### config.mk
export PLATFORM = sky130hd
export DESIGN_NAME = mcycle_sequencer
export DESIGN_NICKNAME = d
export VERILOG_FILES = /design/src/rtl/mcycle_sequencer.sv
export SDC_FILE = /design/constraint.sdc
export NUM_CORES = 1
export LEC_CHECK = 0
export CAP_MARGIN = 20
export CELL_PAD_IN_SITES_DETAIL_PLACEMENT = 1
export CELL_PAD_IN_SITES_GLOBAL_PLACEMENT = 1
export CORE_MARGIN = 5
export CORE_UTILIZATION = 38
export CTS_CLUSTER_DIAMETER = 60
export DETAILED_ROUTE_END_ITERATION = 7
export PLACE_DENSITY_LB_ADDON = 0.05
export SLEW_MARGIN = 20
export SYNTH_ARGS = -nofsm -noshare
export SYNTH_HDL_FRONTEND = slang
export SYNTH_SLANG_ARGS = --single-unit
### constraint.sdc
create_clock -name clk -period 5.7 [get_ports clk]
set_input_delay 1.71 -clock clk [delete_from_list [all_inputs] [get_ports clk]]
set_output_delay 1.71 -clock clk [all_outputs]
set_load 0.05 [all_outputs]
### src/rtl/mcycle_sequencer.sv
// -----------------------------------------------------------------------------
// mcycle_sequencer
//
// Machine-cycle / T-state sequencer for the CPU core. Steps T1..T4 inside each
// M-cycle and M1..Mn inside each instruction. Latches the fetched opcode and
// produces the instruction-boundary strobe (m1t1), the register-file write
// window (wb_slot), the end-of-instruction flag (instr_done) and the HALT
// status.
//
// Ports:
//   clk          system clock, rising-edge active
//   rst          asynchronous reset, active low
//   op_next      opcode byte from the bus, captured at the M1 T3->T4 edge
//   mcycles      instruction length from the decoder, captured at M1 T4->T1
//   decode_valid qualifies mcycles (0 -> length of 1)
//   halt_req     current instruction is HALT, honoured only at the final T4
//   wake         interrupt pending, leaves HALT / suppresses HALT entry
//   wait_n       memory wait (active low), honoured only with the macro below
//   tstate       0..3 = T1..T4
//   mcycle       0-based M-cycle index (0 = M1)
//   m1t1         high for the T1 clock of M1
//   opcode       latched opcode
//   op_strobe    one-clock pulse in M1 T4
//   wb_slot      high in T4 of every M-cycle
//   instr_done   high in T4 of the final M-cycle
//   halted       high while in HALT
//
// Build option:
//   GB_WAIT_STATE_EN  when defined, wait_n=0 sampled in T2 holds the
//                     sequencer in T2 for one more clock.
// -----------------------------------------------------------------------------
module mcycle_sequencer #(
    parameter int MCYCLE_W = 3
) (
    input  logic                clk,
    input  logic                rst,
    input  logic [7:0]          op_next,
    input  logic [MCYCLE_W-1:0] mcycles,
    input  logic                decode_valid,
    input  logic                halt_req,
    input  logic                wake,
    input  logic                wait_n,
    output logic [1:0]          tstate,
    output logic [MCYCLE_W-1:0] mcycle,
    output logic                m1t1,
    output logic [7:0]          opcode,
    output logic                op_strobe,
    output logic                wb_slot,
    output logic                instr_done,
    output logic                halted
);

    typedef enum logic [1:0] {
        IDLE = 2'd0,
        RUN  = 2'd1,
        HALT = 2'd2
    } state_t;

    state_t              state_reg;
    logic [MCYCLE_W-1:0] len_reg;
    logic [MCYCLE_W-1:0] len_eff;
    logic [MCYCLE_W-1:0] last_m;
    logic                stall;

    // Effective length: an unqualified or zero length means a 1-M-cycle
    // instruction, so len-1 can never wrap.
    assign len_eff = (decode_valid && (mcycles != '0)) ? mcycles : MCYCLE_W'(1);

    // During M1 the length register still holds the previous instruction's
    // value, so the final-M-cycle test looks straight at the decoder output.
    // This also lets instr_done be registered for a 1-M-cycle instruction.
    assign last_m = (mcycle == '0) ? (len_eff - MCYCLE_W'(1))
                                   : (len_reg - MCYCLE_W'(1));

`ifdef GB_WAIT_STATE_EN
    assign stall = (tstate == 2'd1) && !wait_n;
`else
    // Port kept for interface stability; it has no effect in this build.
    logic wait_unused;
    assign wait_unused = wait_n;
    assign stall       = 1'b0;
`endif

    always_ff @(posedge clk or negedge rst) begin
        if (!rst) begin
            state_reg  <= IDLE;
            len_reg    <= MCYCLE_W'(1);
            tstate     <= 2'd0;
            mcycle     <= '0;
            m1t1       <= 1'b0;
            opcode     <= 8'h00;
            op_strobe  <= 1'b0;
            wb_slot    <= 1'b0;
            instr_done <= 1'b0;
            halted     <= 1'b0;
        end else begin
            // Single-clock pulses clear unless re-armed below. During a
            // wait-state hold we are in T2, where all of them are already 0.
            m1t1       <= 1'b0;
            op_strobe  <= 1'b0;
            wb_slot    <= 1'b0;
            instr_done <= 1'b0;

            case (state_reg)
                IDLE: begin
                    state_reg <= RUN;
                    tstate    <= 2'd0;
                    mcycle    <= '0;
                    m1t1      <= 1'b1;
                    halted    <= 1'b0;
                end

                RUN: begin
                    if (!stall) begin
                        case (tstate)
                            2'd0: tstate <= 2'd1;
                            2'd1: tstate <= 2'd2;
                            2'd2: begin
                                // Entering T4: set up its registered flags.
                                tstate     <= 2'd3;
                                wb_slot    <= 1'b1;
                                instr_done <= (mcycle == last_m);
                                if (mcycle == '0) begin
                                    opcode    <= op_next;
                                    op_strobe <= 1'b1;
                                end
                            end
                            default: begin
                                // T4 -> T1: advance the M-cycle.
                                tstate <= 2'd0;
                                if (mcycle == '0) begin
                                    len_reg <= len_eff;
                                end
                                if (mcycle == last_m) begin
                                    mcycle <= '0;
                                    if (halt_req && !wake) begin
                                        state_reg <= HALT;
                                        halted    <= 1'b1;
                                    end else begin
                                        m1t1 <= 1'b1;
                                    end
                                end else begin
                                    mcycle <= mcycle + MCYCLE_W'(1);
                                end
                            end
                        endcase
                    end
                end

                HALT: begin
                    tstate <= 2'd0;
                    mcycle <= '0;
                    if (wake) begin
                        state_reg <= RUN;
                        halted    <= 1'b0;
                        m1t1      <= 1'b1;
                    end
                end

                default: begin
                    state_reg <= IDLE;
                    halted    <= 1'b0;
                end
            endcase
        end
    end

endmodule

## Word-level counts from Yosys, hierarchy flattened

Cells that the tools add are included.

- Output and inout bits: 18
- Input port bits: 17
- Register bits: 23

- Add/subtract/negate cells: 3
- Reductions and logical operators: 14
- Multiplexer cells: 29
- Equality and inequality tests: 9
- Bitwise logic cells: 1

Operators with widths:

| kind | count |
|---|---|
| $mux 1 | 15 |
| $mux 3 | 4 |
| $pmux 2 s3 | 2 |
| $mux 2 | 4 |
| $ne 2x2->1 const B | 4 |
| $pmux 3 s2 | 1 |
| $reduce_and 3->1 | 2 |
| $sub 3x1->3 const B | 2 |
| $eq 2x1->1 const B | 2 |
| $eq 2x2->1 const B | 2 |
| $logic_not 2->1 | 2 |
| $pmux 2 s2 | 1 |
| $reduce_and 4->1 | 1 |
| $add 3x1->3 const B | 1 |
| $eq 3x3->1 | 1 |
| $logic_not 3->1 | 1 |
| $pmux 1 s3 | 1 |
| $reduce_bool 3->1 | 1 |
| $reduce_or 3->1 | 1 |
| $logic_and 1x1->1 | 2 |
| $pmux 1 s2 | 1 |
| $reduce_and 2->1 | 1 |
| $reduce_bool 2->1 | 1 |
| $reduce_or 2->1 | 1 |
| 2 further kinds | 2 |

## Logic depth before layout (Yosys ltp)

- Depth in word-level cells: 9
- Gate-level depth with buffers: 11
- Gate-level depth less buffers: 11

## Worst setup path before layout

Ideal clock, no wire load.

- Path type: input to register
- From: in mcycles[1]
- To: reg mcycle[1]
- Stages on the path: 9
- Setup time: 122 ps
- Buffers on the path: 0
- Data required time: 5578 ps
- Slack: 2172 ps
- Arrival: 3406 ps
- Cells stage by stage: nor2_1 -> or4b_4 -> nand2_1 -> ha_1 -> xor2_1 -> nand2b_1 -> mux2i_1 -> o21ai_4 -> a32o_1

- Cells in the longest elaborated chain, start to end: 9

Ends and longest elaborated chain:

| what | line | RTL |
|---|---|---|
| start, declared | 38 | `input logic [MCYCLE_W-1:0] mcycles,` |
| $reduce_bool 3->1 | 67 | `assign len_eff = (decode_valid && (mcycles != '0)) ? mcycles : MCYCLE_W'(1);` |
| $logic_and 1x1->1 | 67 |  |
| $mux 3 (*) | 67 |  |
| $sub 3x1->3 (*) | 72 | `assign last_m = (mcycle == '0) ? (len_eff - MCYCLE_W'(1))` |
| $mux 3 (*) | 72 |  |
| $eq 3x3->1 (*) | 134 | `if (mcycle == last_m) begin` |
| $mux 3 (*) | 134 |  |
| $mux 3 (*) | 115 | `case (tstate)` |
| $pmux 3 s2 (*) | 104 | `case (state_reg)` |
| end signal, assigned | 143 | `mcycle <= mcycle + MCYCLE_W'(1);` |
| end, declared | 44 | `output logic [MCYCLE_W-1:0] mcycle,` |

Every way passes the cells marked *; elsewhere a longest branch is shown, timed or not. The select of a mux whose other input is x is not followed.
A chain may end at the register's enable or synchronous reset.

## Worst setup path in the final report

- From: in mcycles[1]
- To: reg halted

- Cells in the longest elaborated chain, start to end: 8

Ends and longest elaborated chain:

| what | line | RTL |
|---|---|---|
| $reduce_bool 3->1 | 67 |  |
| $logic_and 1x1->1 | 67 |  |
| $mux 3 (*) | 67 |  |
| $sub 3x1->3 (*) | 72 |  |
| $mux 3 (*) | 72 |  |
| $eq 3x3->1 (*) | 134 |  |
| $ne 2x2->1 (no line) (*) | - |  |
| $reduce_and 4->1 (no line) (*) | - |  |
| end signal, assigned | 95 | `halted <= 1'b0;` |
| end signal, assigned | 138 | `halted <= 1'b1;` |
| end signal, assigned | 155 | `halted <= 1'b0;` |
| end, declared | 50 | `output logic halted` |

Every way passes the cells marked *; elsewhere a longest branch is shown, timed or not.

==> results.txt <==
Result of the run = finished clean
Critical Path Stages = 10
Routed WL = 2570 um
Initial core utilization = 38.7%
PostCTS Resize Cnt = 0
DP HPWL = 1980 um
CTS tree = built
Total iterations of the first detailed-routing run = 4
Nets@finish = 164
Number of global-route vias before repair = 987
Clock-pin slew on the worst setup and hold paths = 120 ps
Ant diodes = 0
Final core utilization = 51.4%
Postcts setup bufs = 0
Post-route insts no fill = 173
Worst path buffer plus inverter count = 1
DIE AREA = 4240 um2
Synth Area in XOR/XNOR = 0.759%
Final Critical Period = 3890 ps
Peak VDD IR = 0.000263 V
Maximum clock rate = 257 MHz
Period utilization = 68.2%
Drt wl/cell = 14.8 um
CTS Hold Bufs = 0
Worst endpoint required time = 5910 ps
Leading post-synthesis cells by cell area = dfrtp_1 (46%), mux2_2 (7.8%), ha_1 (6.5%), o21ai_0 (2.6%), dfstp_2 (2.3%)
Synth Flop Type = dfrtp_1
Share of layout cells above drive strength 1 = 17.1%
Netlist cell types = 36
Final Skew = 1.62 ps
CP delay by family, top = simple AND/OR/NAND/NOR gates
Area growth syn-to-layout = 32.6%
Max stage delay on crit path = 530 ps
Max stage delay cell, worst path = or4b_4
CTS Buf Count = 3
WHS = 513 ps
Ys Warns = 0
Post-synthesis instance area = 1150 um2
Most frequent cells in the layout = clkdlybuf4s50_1 (32), dfrtp_1 (21), mux2_2 (8)
Clock tree buffer depth = 2
Reg power frac = 28.5%
Die width = 65.1 um
Internal power = 491 uW
Switching Share = 48.5%
Pwr/cell area = 624 nW/um2
Async SR Flop Fraction = 100%
Core Region = 2980 um2
Max reg flops = 8
Htree depth = 1
RSZ-0062 raised after global routing = no
Site Rows = 20
CP Capture Type = register
Setup TNS Final = 0 ps
Commonest non-fill, non-tap cell in the layout = clkdlybuf4s50_1
Root Buffer = clkbuf_4
CTS sink cnt = 22
Port Buffer Count = 33
Endpoints failing hold = 0
Die height = 65.1 um
Synth area leader = dfrtp_1
Vias = 890
DR WL met3 = 97 um
Critical Path, Cell by Cell = clkdlybuf4s50_1 > nor2_1 > or4b_4 > nand2_1 > ha_1 > xor2_1 > nand2b_1 > mux2i_1 > o21ai_4 > o31ai_2
Clock power frac = 7.5%
Slew Limit Fails = 0
Final ANT Viol Nets = 0
Avg Vias per Cell = 5.14
Adder-Cell Fraction of Synth Area = 6.51%
IO Pins = 35
Hold depth = 2
Post-synthesis mux area share = 9.54%
Cells after DPL = 169
Combinational power share = 63.9%
Synth Area in Compound Gates = 11.5%
Mapped Cells = 105
Max_cap viols = 0
Critical path class = in -> reg
EDFF count, synth = 0
Worst Hold Class = reg -> reg
Worst Path Max Fanout = 6
DRC = 0
Highest Signal Layer = met4
NetSw = 463 uW
Avg Synthesized Cell Area = 11.0 um2
Met2 WL = 1360 um
Crit path DAT = 4100 ps
Startpoint class of the critical path = primary input
Total Routing Usage GR = 13.4%
Slew headroom = 61.4%
Syn_nets = 128
Post-synthesis sequential area ratio = 47.8%
Synthesis-stage register bit count = 22
Leakage = 0.000656 uW
M1 WL = 1090 um
Global-route wire length before repair = 4440 um
Largest family of logic cells by synthesized area = simple AND/OR/NAND/NOR gates
Remaining global-route overflow = 0
Routability Congestion = 0.745
Iteration-0 DRC Markers = 30
Synth top area share = 45.6%
Setup-failing EPs final = 0
Worst Reg-to-Reg Cells = 11
Worst skew pair latency = 300 ps
Post-Synth Simple-Gate Area = 20.2%
Worst-margin pin slew = 575 ps
Pin count of the biggest net entering global routing = 23
Antenna violations before repair = 0
synth_stat cells (2+ instances only):
| library cell | instances |
|---|---|
| a21oi_1 | 5 |
| dfrtp_1 | 21 |
| ha_1 | 6 |
| inv_1 | 7 |
| mux2_2 | 8 |
| mux2i_1 | 2 |
| nand2_1 | 7 |
| nand2b_1 | 2 |
| nand3_1 | 5 |
| nor2_1 | 7 |
| nor2b_1 | 4 |
| nor3_1 | 2 |
| o21ai_0 | 6 |
power groups by stage:
stage	Sequential, uW	Combinational (uW)	Clock [uW]
CTS	274	622	78.1
finish	272	610	72.0
global route	284	655	85.1
global placement	273	608	0
floorplan	460	250	0
detailed placement	278	618	0
final timing paths:
check	from	to	slack, ps
worst max-delay path	mcycles[1]	halted	1810
min in group asynchronous	rst	tstate[0]	1360
worst max register to register	mcycle[0]	halted	2890
worst min register to register	len_reg[0]	len_reg[0]	510
worst min-delay path	len_reg[0]	len_reg[0]	510
max in group asynchronous	rst	len_reg[0]	3980
routing by layer:
| metal | track usage, % | vias to the layer above |
|---|---|---|
| met5 | 0 | - |
| met4 | 3.11 | 0 |
| li1 | - | 432 |
| met3 | 3.59 | 2 |
| met2 | 24.9 | 14 |
| met1 | 15.3 | 442 |
cell type report:
cell class              count  area [um2]
clock buffers               4        26.3
fillers                   340        1450
inverters                   7        26.3
multi-input cells          74         559
flip-flops and latches     22         552
well taps                  33        41.3
repair buffers             33         325
stage by stage:
stage	instance area, um2	power [uW]	setup slack [ps]
2_1_floorplan	1150	710	2170
3_3_place_gp	1510	881	1530
3_5_place_dp	1510	896	1490
4_1_cts	1540	974	1810
5_1_grt	1530	1020	1670
6_report	1530	954	1810
cells by family after synthesis:
group | after synthesis
AOI/OAI and AO/OA | 18
xor gates and xnor gates | 1
adders and majority gates | 6
buffers and inverters | 9
DFF | 22
muxes | 10
and+or+nand+nor | 39
tightest hold or removal path: cells and delay by family (launching register included):
kind,cells,cell delay [ps]
flip-flops,1,380
AND/OR/NAND/NOR,1,90
AO/OA/AOI/OAI,1,50
(Power assumes the default switching activity.)
